$ cat config.mk
export PLATFORM = sky130hd
export DESIGN_NAME = config_loader
export DESIGN_NICKNAME = d
export VERILOG_FILES = /design/src/rtl/config_loader.sv
export SDC_FILE = /design/constraint.sdc
export NUM_CORES = 1
export LEC_CHECK = 0
export ABC_AREA = 1
export BUFFER_PORTS_ARGS = -buffer_cell sky130_fd_sc_hd__buf_2
export CAP_MARGIN = 25
export CORE_ASPECT_RATIO = 2
export CORE_MARGIN = 8
export CORE_UTILIZATION = 61
export CTS_BUF_LIST = sky130_fd_sc_hd__clkbuf_8
export CTS_CLUSTER_DIAMETER = 100
export DETAILED_ROUTE_END_ITERATION = 16
export GPL_TIMING_DRIVEN = 1
export PLACE_DENSITY = 0.82
export SYNTH_ARGS = -nofsm -noshare
export SYNTH_HDL_FRONTEND = slang
export SYNTH_SLANG_ARGS = --single-unit
$ cat constraint.sdc
create_clock -name config_clk -period 3.25 [get_ports config_clk]
set_input_delay 0.8125 -clock config_clk [delete_from_list [all_inputs] [get_ports config_clk]]
set_output_delay 0.8125 -clock config_clk [all_outputs]
set_load 0.02 [all_outputs]
$ cat src/rtl/config_loader.sv
// Serial configuration-chain loader: accepts host words over a valid/ready
// handshake and shifts CHAIN_LEN bits LSB-first into a downstream config chain.
module config_loader #(
  parameter int CHAIN_LEN = 40,
  parameter int WORD_W    = 32
) (
  input  logic              config_clk,
  input  logic              config_reset,
  input  logic              start,
  input  logic [WORD_W-1:0] word_in,
  input  logic              word_valid,
  output logic              word_ready,
  output logic              config_out,
  output logic              config_en,
  output logic              busy,
  output logic              done,
  output logic              error
);

  localparam int NWORDS = (CHAIN_LEN + WORD_W - 1) / WORD_W;
  localparam int BCW    = $clog2(CHAIN_LEN + 1);
  localparam int PW     = (WORD_W > 1) ? $clog2(WORD_W) : 1;
  localparam int WCW    = $clog2(NWORDS + 1);

  localparam logic [BCW-1:0] LAST_BIT = BCW'(CHAIN_LEN - 1);
  localparam logic [PW-1:0]  LAST_POS = PW'(WORD_W - 1);
  localparam logic [WCW-1:0] NW_C     = WCW'(NWORDS);

  typedef enum logic [2:0] {IDLE, WAIT_FIRST, SHIFT, DONE, ERR} state_t;

  state_t            state_q, state_d;
  logic [WORD_W-1:0] shift_q, shift_d;
  logic [WORD_W-1:0] hold_q, hold_d;
  logic              hold_vld_q, hold_vld_d;
  logic [BCW-1:0]    bit_cnt_q, bit_cnt_d;
  logic [PW-1:0]     pos_q, pos_d;
  logic [WCW-1:0]    word_cnt_q, word_cnt_d;

  always_ff @(posedge config_clk or posedge config_reset) begin
    if (config_reset) begin
      state_q    <= IDLE;
      shift_q    <= '0;
      hold_q     <= '0;
      hold_vld_q <= 1'b0;
      bit_cnt_q  <= '0;
      pos_q      <= '0;
      word_cnt_q <= '0;
    end else begin
      state_q    <= state_d;
      shift_q    <= shift_d;
      hold_q     <= hold_d;
      hold_vld_q <= hold_vld_d;
      bit_cnt_q  <= bit_cnt_d;
      pos_q      <= pos_d;
      word_cnt_q <= word_cnt_d;
    end
  end

  always_comb begin
    state_d    = state_q;
    shift_d    = shift_q;
    hold_d     = hold_q;
    hold_vld_d = hold_vld_q;
    bit_cnt_d  = bit_cnt_q;
    pos_d      = pos_q;
    word_cnt_d = word_cnt_q;
    word_ready = 1'b0;
    config_out = 1'b0;
    config_en  = 1'b0;
    busy       = 1'b0;
    done       = 1'b0;
    error      = 1'b0;

    unique case (state_q)
      IDLE, DONE, ERR: begin
        done  = (state_q == DONE);
        error = (state_q == ERR);
        if (start) begin
          state_d    = WAIT_FIRST;
          hold_vld_d = 1'b0;
          bit_cnt_d  = '0;
          pos_d      = '0;
          word_cnt_d = '0;
        end
      end
      WAIT_FIRST: begin
        busy       = 1'b1;
        word_ready = 1'b1;
        if (word_valid) begin
          shift_d    = word_in;
          word_cnt_d = WCW'(1);
          pos_d      = '0;
          state_d    = SHIFT;
        end
      end
      SHIFT: begin
        busy       = 1'b1;
        config_out = shift_q[0];
        config_en  = 1'b1;
        word_ready = !hold_vld_q && (word_cnt_q < NW_C);
        bit_cnt_d  = bit_cnt_q + BCW'(1);
        if (word_ready && word_valid) begin
          hold_d     = word_in;
          hold_vld_d = 1'b1;
          word_cnt_d = word_cnt_q + WCW'(1);
        end
        // Underrun is judged on the holding register as it stood before this
        // edge, so a word landing on the boundary edge cannot rescue the load.
        if (bit_cnt_q == LAST_BIT) begin
          state_d = DONE;
        end else if (pos_q == LAST_POS) begin
          if (hold_vld_q) begin
            shift_d    = hold_q;
            hold_vld_d = 1'b0;
            pos_d      = '0;
          end else begin
            state_d = ERR;
          end
        end else begin
          shift_d = shift_q >> 1;
          pos_d   = pos_q + PW'(1);
        end
      end
      default: state_d = IDLE;
    endcase
  end

endmodule
# Word-level counts from Yosys, hierarchy flattened
# Cells that the tools add are included.
# totals
regBits	81
in_bits	36
out_inout_bits	6
wordCells	74
# classes
add_sub_neg	3
n_lt_le_gt_ge	1
eq_ne	13
mux	35
reduce_logical	15
# ops
operator	n
two-way mux 32 bit	4
one-hot mux 32 bit (2 select lines)	1
two-way mux 5 bit	5
two-way mux 3 bit	5
one-hot mux 5 bit (3 select lines)	1
one-hot mux 6 bit (2 select lines)	1
AND reduction 4 bit	3
two-way mux 1 bit	10
inequality test 3 bit, second input constant	3
one-hot mux 3 bit (3 select lines)	1
inequality test 2 bit, second input constant	4
adder 6 x 1 -> 6 bit, second input constant	1
== test 3 x 2 -> 1 bit, second input constant	2
== test 6 bit, second input constant	1
two-way mux 2 bit	3
two-way mux 6 bit	1
one-hot mux 2 bit (3 select lines)	1
adder 5 x 1 -> 5 bit, second input constant	1
== test 5 bit, second input constant	1
AND reduction 5 bit	1
one-hot mux 1 bit (2 select lines)	2
AND reduction 2 bit	2
nonzero test 2 bit	2
== test 3 x 1 -> 1 bit, second input constant	1
other kinds (9)	10

# Longest topological paths before layout
# Gate-level depths: netlist of run 1.
# logic_depth
word_depth	8
depth_mapped	13
depth_no_buf	12

# Worst setup path after synthesis of run 1
# No wires, ideal clock.
# synth_path
kind	register -> output
start	register state_q[2]
end	output config_out
t_arrival_ps	1333
required_ps	2438
slack_ps	1104
path_stages_with_launch	6
path_buffers	2
path_cell_list	dfrtp_1 > nor2_4 > nand2_8 > buf_4 > buf_2 > nor2_1
# synth_via
elab_chain_cells	2
# synth_lines
element	line_no	source
start: declaration	31	state_t state_q, state_d;
start signal: assignment	49	state_q <= state_d;
== test 3 x 2 -> 1 bit	74	unique case (state_q)
two-way mux 1 bit	74	
end: declaration	13	output logic config_out,
# Every way passes these cells.

# Worst setup path in the final report of run 1
# layout_path
start	register state_q[2]
end	output word_ready
# layout_via
elab_chain_cells	2
elab_cells_between_ends	3
cone_classes	eq/ne (2); mux (1)
# layout_lines
element	line_no	source
== test 3 x 2 -> 1 bit / == test 3 x 1 -> 1 bit (equally long branches)	74	
one-hot mux 1 bit (2 select lines) *	74	
end: declaration	12	output logic word_ready,
# Every way passes the cells marked *; elsewhere a longest branch is shown, timed or not.

==> impl_metrics.csv, run 1 <==
group,metric,value,unit
worst_setup_path,worstPathRequired,2.44,ns
timing,min_period,2.74,ns
timing,fin_crit_sh,84.4,%
detailed_routing,drc,0,
die,rows,43,
timing,drv_slew,0,
logic_synthesis,ys.flop_type,"dfrtp_1",
detailed_routing,vias,3856,
detailed_routing,ant_nets,0,
die,start_util,62.4,%
timing,setup_viol_count_final,0,
timing,max_freq,364,MHz
timing,holdWs,0.467,ns
clocking,cts_tree,"built",
logic_synthesis,synth_edf_count,0,
logic_synthesis,syn_area_per_cell,7.45,um2
global_routing,grt_usage,21.2,%
layout,drive_above_1_share,17.3,%
die,chipWidth,75.4,um
clocking,postCtsSetupRepairBufs,0,
job,cap_violations,0,
detailed_routing,drt_iter0_drc,304,
die,core-area,6890,um2
hold_path,hold_path_class,"reg2reg",
worst_setup_path,cp-end-kind,"primary output",
detailed_routing,vias_per_cell,5.49,
detailed_routing,wl_per_cell,14.1,um
detailed_routing,totalWireLength,9.89,mm
clocking,cts_made_buffers,9,
timing,rsz0062_at_grt,"no",
logic_synthesis,synth.area.top_cells,"dfrtp_1 (47%), nand2_1 (24%), o21ai_0 (7.9%)",
timing,tightestPinTransition,0.779,ns
power,ir_drop,0.000432,V
timing,hold_viol_final,0,
clocking,insertion_delay,0.36,ns
clocking,cts_max_level,3,
hold_path,worstHoldStart,"hold_q[21]",
logic_synthesis,ys_ff_latch,81,
layout,fillers,622,
global_routing,antenna_found_initial,0,
clocking,path_clk_slew,0.08,ns
global_routing,grt_pass1_vias,3867,
global_routing,grt_pass1_wl,16.7,mm
logic_synthesis,ys_seq_area_share,47.1,%
logic_synthesis,netlist_top_cells_count,"nand2_1 (279), dfrtp_1 (81), o21ai_0 (68)",
power,pwr_density_cell,845,nW/um2
logic_synthesis,yosysUniqueCellTypes,29,
logic_synthesis,syn_nets,617,
die,num_io_pins,42,
worst_setup_path,arrival,1.93,ns
worst_setup_path,startpoint_type,"register",
logic_synthesis,ys.warnings.count,0,
die,dieHeight,135,um
layout,area_growth,8.96,%
layout,antennaDiodeCount,0,
timing,skew,0.00766,ns
worst_setup_path,r2r_setup_slack,0.90,ns
place,pre_cts_slack,0.906,ns
clocking,cts-root-buf,"clkbuf_8",
global_routing,grt_max_degree,73,
logic_synthesis,synth.most_common_cell,"nand2_1",
timing,slew_headroom,48.0,%
power,p_total,3960,uW
worst_setup_path,crit_type,"reg2out",
die,dieArea,10200,um2
detailed_routing,dr.pass1.iters,5,
logic_synthesis,synthCells,577,
place,gp_congestion,0.907,
status,status,"finished clean",
clocking,post_cts_resized,0,
clocking,clkSinkCount,81,
global_routing,grt.overflow.total,0,
timing,setup_slack,0.506,ns
logic_synthesis,synth_area,4300,um2
worst_setup_path,critPathMaxFanout,72,
worst_setup_path,reg2reg_from,"pos_q[0]",
logic_synthesis,synth-async-reset-ratio,100,%
timing,tns,0,ns
clocking,cts_hold_buf,0,
layout,final_nets,648,
logic_synthesis,yosys.area.top_type,"dfrtp_1",
place,dpl.hpwl,6.57,mm
worst_setup_path,critPathLaunch,"state_q[2]",
clocking,cts.path.max_buffers,2,
place,numPortBuffers,41,
logic_synthesis,synth_top_area_share,47.1,%
power,power.static_leakage,0.00254,uW
layer usage:
metal / part of all wire (%) / vias up / global-route usage (%)
li1: - / 1861 / -
met1: 39 / 1845 / 23.1
met2: 53 / 124 / 36.1
met3: 4.9 / 26 / 4.46
met4: 3.1 / 0 / 12.0
met5: 0 / - / 0
report_power, final:
group / total (uW) / internal (uW) / switching (uW)
registers: 1670 / 1430 / 243
logic: 1510 / 476 / 1030
clock network: 779 / 421 / 358
total: 3960 / 2320 / 1640
area by class of cell:
type	count	area, um2	area share (%)
clock buffers	9	124	2.64
clock inverters	7	80.1	1.71
inverters	25	96.3	2.06
multi-input cells	444	2000	42.6
flip-flops and latches	81	2030	43.3
well taps	90	113	2.40
repair buffers	47	250	5.34
path summary, 6_finish.rpt:
path,to,cells after the start
max,word_ready,6
min,hold_q[21],2
max reg2reg,shift_q[2],12
min reg2reg,hold_q[21],2
max in group asynchronous,hold_q[25],3
min in group asynchronous,hold_q[17],2
cells in the final DEF, fill, tap and decap left out, types with 4 or more instances in the layout:
cell      count
buf_4         6
o21ai_0      68
ha_1          4
or2_2        27
buf_2        41
inv_1        25
dfrtp_1      81
a21oi_1       4
nand2_1     279
nand3_1      18
clkbuf_8      9
nor2_1       20
nand2_2       4
cells by family after synthesis:
kind of cell / after synthesis / share of synthesized area, %
and+or+nand+nor: 361 / 35.6
adders and majority gates: 4 / 1.16
buffers and inverters: 52 / 6.52
xor gates and xnor gates: 1 / 0.204
DFF: 81 / 47.1
AOI/OAI and AO/OA: 78 / 9.34
sequential cells by signal, indices dropped and copies added, names as in the netlist:
name        cells
pos_q           5
word_cnt_q      2
state_q         3
shift_q        32
hold_vld_q      1
bit_cnt_q       6
hold_q         32
worst max-delay path, cell delays in order, from the launching register on:
cell	delay [ns]
dfrtp_1	0.47
nor2_4	0.22
nand2_8	0.28
inv_4	0.28
nand2_1	0.07
nand2_1	0.06
buf_2	0.16
per-stage QoR:
| stage | cell area (um2) | cells | utilization (%) |
|---|---|---|---|
| 3_5_place_dp | 4480 | 687 | 65.1 |
| 5_1_grt | 4690 | 703 | 68.0 |
| 2_1_floorplan | 4300 | 577 | - |
| 4_1_cts | 4690 | 703 | 68.0 |
| 6_report | 4690 | 703 | 68.0 |
| 3_3_place_gp | 4480 | 687 | 65.1 |
No activity file was read; power rests on OpenSTA's default activity.
==> run 2: changes to the inputs <==
==> constraint.sdc (replaced) <==
create_clock -name config_clk -period 2.8 [get_ports config_clk]
set_input_delay 0.7 -clock config_clk [delete_from_list [all_inputs] [get_ports config_clk]]
set_output_delay 0.7 -clock config_clk [all_outputs]
set_load 0.02 [all_outputs]
==> impl_metrics.csv, run 2 (same netlist as run 1, synthesis figures left out) <==
group,metric,value,unit
layout,fillers,622,
global_routing,grt_pass1_vias,3754,
clocking,cts_max_level,3,
timing,min_period,2.46,ns
global_routing,grt.overflow.total,0,
power,power.switching,1900,uW
clocking,insertion_delay,0.37,ns
worst_setup_path,critPathMaxFanout,72,
timing,holdWs,0.427,ns
worst_setup_path,critPathSlowestCell,"dfrtp_1",
detailed_routing,vias_per_cell,5.25,
worst_setup_path,cp-end-kind,"primary output",
clocking,cts-root-buf,"clkbuf_8",
layout,area_growth,10.1,%
layout,reg_top3,"hold_q: 32 flops, shift_q: 32 flops, bit_cnt_q: 6 flops",
power,comb_power_share,38.2,%
power,swShare,41.0,%
die,dieHeight,135,um
die,rows,43,
worst_setup_path,startpoint_type,"register",
clocking,clkSinkCount,81,
timing,setup_viol_count_final,0,
timing,max_freq,407,MHz
timing,fin_crit_sh,87.8,%
job,cap_violations,0,
place,gp_congestion,0.891,
clocking,cts_made_buffers,9,
power,seq_power_share,41.7,%
clocking,postCtsSetupRepairBufs,0,
global_routing,grt_max_degree,82,
status,status,"finished clean",
global_routing,antenna_found_initial,0,
power,power.static_leakage,0.00255,uW
timing,tns,0,ns
layout,antennaDiodeCount,0,
detailed_routing,drt_iter0_drc,240,
layout,mostFrequentLayoutCells,"nand2_1 (279), dfrtp_1 (81), o21ai_0 (68)",
timing,hold_viol_final,0,
detailed_routing,wl_per_cell,13.8,um
power,pwr_density_cell,979,nW/um2
detailed_routing,totalWireLength,9.72,mm
die,dieArea,10200,um2
layout,fin_area,4740,um2
place,placed_area,4520,um2
die,core-area,6890,um2
worst_setup_path,slowest_delay,0.47,ns
power,clockPowerShare,20.2,%
timing,tightestPinTransition,0.430,ns
global_routing,grt_usage,21.1,%
die,num_io_pins,42,
hold_path,hold_path_class,"in2async",
worst_setup_path,arrival,1.76,ns
layout,final_nets,651,
timing,rsz0062_at_grt,"no",
worst_setup_path,cpMostUsedCell,"nand2_1",
worst_setup_path,crit_type,"reg2out",
die,chipWidth,75.4,um
power,ir_drop,0.000529,V
layout,post-route-util,68.8,%
clocking,post_cts_resized,0,
detailed_routing,drc,0,
worst_setup_path,path_cells,"nor2_4 -> nand2_8 -> inv_4 -> nand2_1 -> nand2_1 -> buf_2",
die,start_util,62.4,%
detailed_routing,vias,3705,
place,numPortBuffers,41,
timing,slew_headroom,71.3,%
power,internal_power,2740,uW
clocking,cts_tree,"built",
global_routing,grt_pass1_wl,16.6,mm
layout,final_common_cell,"nand2_1",
clocking,path_clk_slew,0.09,ns
timing,skew,0.0126,ns
worst_setup_path,worstPathRequired,2.10,ns
layout,drive_above_1_share,18.3,%
clocking,cts.path.max_buffers,2,
clocking,cts_hold_buf,0,
place,dpl.hpwl,6.50,mm
detailed_routing,ant_nets,0,
timing,drv_slew,0,
detailed_routing,dr.pass1.iters,6,
==> run 2: cell types whose count changed in the layout (fill, tap and decap cells not counted) <==
cell        delta
buf_4          +2
inv_1          -4
buf_12         +1
clkinvlp_4     +1
clkinv_2       +1
clkinv_4       +2
==> run 2: per-stage QoR <==
step	setup WS [ns]	total power (uW)	instances
after detailed placement	0.709	3720	690
after CTS	0.323	4660	706
final	0.341	4640	706
after floorplan	0.0199	3380	577
after global routing	0.221	5040	706
after global placement	0.740	3630	690
==> run 2: worst paths after layout <==
kind | cells past startpoint | to | slack (ns) | from
min in group config_clk | 2 | hold_q[9] | 0.47 | hold_q[9]
hold reg to reg | 2 | hold_q[9] | 0.47 | hold_q[9]
setup reg to reg | 13 | shift_q[18] | 0.67 | pos_q[0]
hold / removal | 3 | pos_q[3] | 0.43 | config_reset
setup / recovery | 6 | word_ready | 0.34 | state_q[2]
max in group asynchronous | 3 | hold_q[30] | 2.03 | config_reset
==> run 2: final cells by class <==
type                       instances  area, um2  share of cell area (%)
timing repair buffer              50        285                    6.02
clock inverter                     7       95.1                    2.01
multi-input combinational        444       2000                    42.1
tap                               90        113                    2.38
inverter                          25       96.3                    2.03
sequential                        81       2030                    42.8
clock buffer                       9        124                    2.62
==> run 2: metal layers <==
metal	track usage [%]	vias up	share of wire [%]	routed length, um
met5	0	-	0	0
met4	10.6	0	2.7	265
met3	5.35	18	3.5	342
met2	36.3	66	54	5300
met1	22.7	1750	39	3810
li1	-	1871	-	-
==> run 2: critical path: cells and delay by family, from the launching register on <==
family	cells	cell delay, ns
buffers and inverters	2	0.32
flip-flops	1	0.47
AND/OR/NAND/NOR	4	0.58
==> run 2: power groups by stage <==
stage,Clock (uW),Sequential (uW),Combinational (uW)
6_report,935,1930,1770
5_1_grt,1010,1980,2050
4_1_cts,951,1930,1780
3_5_place_dp,0,1940,1780
3_3_place_gp,0,1930,1700
2_1_floorplan,0,1860,1520
==> run 3: changes to the inputs <==
--- a/config.mk
+++ b/config.mk
@@ -15,6 +15,7 @@
 export CTS_CLUSTER_DIAMETER = 100
 export DETAILED_ROUTE_END_ITERATION = 16
 export GPL_TIMING_DRIVEN = 1
+export MAX_ROUTING_LAYER = met4
 export PLACE_DENSITY = 0.82
 export SYNTH_ARGS = -nofsm -noshare
 export SYNTH_HDL_FRONTEND = slang
==> impl_metrics.csv, run 3 (same netlist as run 1, synthesis figures left out) <==
group,metric,value,unit
status,status,"finished clean",
worst_setup_path,critPathMaxFanout,72,
clocking,cts-root-buf,"clkbuf_8",
power,ir_drop,0.000528,V
hold_path,hold_path_class,"in2async",
layout,area_growth,10.1,%
global_routing,grt_usage,21.7,%
global_routing,antenna_found_initial,0,
detailed_routing,dr.pass1.iters,4,
timing,slew_headroom,71.6,%
layout,fillers,622,
detailed_routing,wl_per_cell,13.8,um
detailed_routing,ant_nets,0,
detailed_routing,totalWireLength,9.72,mm
place,dpl.hpwl,6.50,mm
layout,final_common_cell,"nand2_1",
die,chipWidth,75.4,um
power,seq_power_share,41.6,%
power,power.switching,1900,uW
place,numPortBuffers,41,
layout,drive_above_1_share,18.3,%
power,comb_power_share,38.1,%
clocking,post_cts_resized,0,
layout,multi_input_area,2000,um2
layout,antennaDiodeCount,0,
timing,min_period,2.46,ns
power,pwr_density_cell,979,nW/um2
clocking,insertion_delay,0.37,ns
layout,regArea,2030,um2
timing,tightestPinTransition,0.425,ns
worst_setup_path,critPathSlowestCell,"dfrtp_1",
clocking,path_clk_slew,0.08,ns
die,dieArea,10200,um2
timing,skew,0.0126,ns
worst_setup_path,crit_type,"reg2out",
worst_setup_path,worstPathRequired,2.10,ns
die,start_util,62.4,%
global_routing,grt.overflow.total,0,
global_routing,grt_pass1_vias,3752,
die,core-area,6890,um2
worst_setup_path,cpMostUsedCell,"nand2_1",
die,dieHeight,135,um
global_routing,grt_pass1_wl,16.6,mm
clocking,cts_max_level,3,
timing,setup_viol_count_final,0,
place,placed_area,4520,um2
clocking,cts_made_buffers,9,
worst_setup_path,slowest_delay,0.47,ns
clocking,postCtsSetupRepairBufs,0,
timing,fin_crit_sh,87.7,%
place,gp_congestion,0.906,
detailed_routing,drt_iter0_drc,276,
worst_setup_path,cp_top_family,"simple AND/OR/NAND/NOR gates",
clocking,cts_hold_buf,0,
global_routing,grt_max_degree,82,
layout,final_nets,651,
clocking,cts.path.max_buffers,2,
clocking,clkSinkCount,81,
worst_setup_path,path_buf_inv,2,
worst_setup_path,arrival,1.76,ns
layout,mostFrequentLayoutCells,"nand2_1 (279), dfrtp_1 (81), o21ai_0 (68)",
detailed_routing,vias_per_cell,5.23,
die,num_io_pins,42,
timing,max_freq,407,MHz
worst_setup_path,startpoint_type,"register",
timing,hold_viol_final,0,
power,swShare,40.9,%
detailed_routing,drc,0,
timing,tns,0,ns
power,clockPowerShare,20.2,%
clocking,cts_tree,"built",
timing,rsz0062_at_grt,"no",
layout,fin_area,4740,um2
worst_setup_path,cp-end-kind,"primary output",
job,cap_violations,0,
power,power.static_leakage,0.00255,uW
timing,drv_slew,0,
detailed_routing,vias,3689,
worst_setup_path,path_cells,"nor2_4 -> nand2_8 -> inv_4 -> nand2_1 -> nand2_1 -> buf_2",
layout,reg_top3,"hold_q: 32 flops, shift_q: 32 flops, bit_cnt_q: 6 flops",
power,internal_power,2740,uW
die,rows,43,
## run 3: cell counts in the layout (fill, tap and decap cells not counted)
Identical to the previous run, type by type.
## run 3: layout make-up
class,instances,share of cell area (%)
inverters,25,2.03
clock buffers,9,2.62
repair buffers,50,6.02
well taps,90,2.38
flip-flops and latches,81,42.8
clock inverters,7,2.01
multi-input cells,444,42.1
## run 3: per-stage QoR
step / std cells / hold slack (ns) / setup WS [ns] / utilization [%] / power, uW
floorplan: 577 / 0.434 / 0.0199 / - / 3380
global placement: 690 / 0.446 / 0.740 / 65.6 / 3630
detailed placement: 690 / 0.451 / 0.709 / 65.6 / 3720
CTS: 706 / 0.438 / 0.323 / 68.8 / 4660
global route: 706 / 0.458 / 0.218 / 68.8 / 5040
finish: 706 / 0.430 / 0.343 / 68.8 / 4640
## run 3: power by group through the flow
stage	Clock, uW	Sequential (uW)	Combinational [uW]
after floorplan	0	1860	1520
after global placement	0	1930	1700
after detailed placement	0	1940	1780
after CTS	951	1930	1780
after global routing	1010	1980	2050
final	937	1930	1770
## run 3: worst min-delay path, stage by stage
cell and delay, ns:
buf_2 0.10, inv_2 0.06, buf_12 0.36
## run 3: worst paths after layout
kind	start	endpoint	slack, ns	cells past startpoint
min in group config_clk	hold_q[9]	hold_q[9]	0.47	2
hold / removal	config_reset	shift_q[25]	0.43	3
setup reg to reg	pos_q[0]	shift_q[18]	0.68	13
max in group asynchronous	config_reset	shift_q[28]	2.04	3
setup / recovery	state_q[2]	word_ready	0.34	6
hold reg to reg	hold_q[9]	hold_q[9]	0.47	2
## run 3: routing by layer
metal	routed length, um	part of all wire, %	global-route usage (%)	vias up
li1	-	-	-	1872
met2	5330	55	36.2	79
met1	3730	38	23.0	1720
met5	0	0	-	-
met3	432	4.4	5.20	18
met4	218	2.2	10.6	0
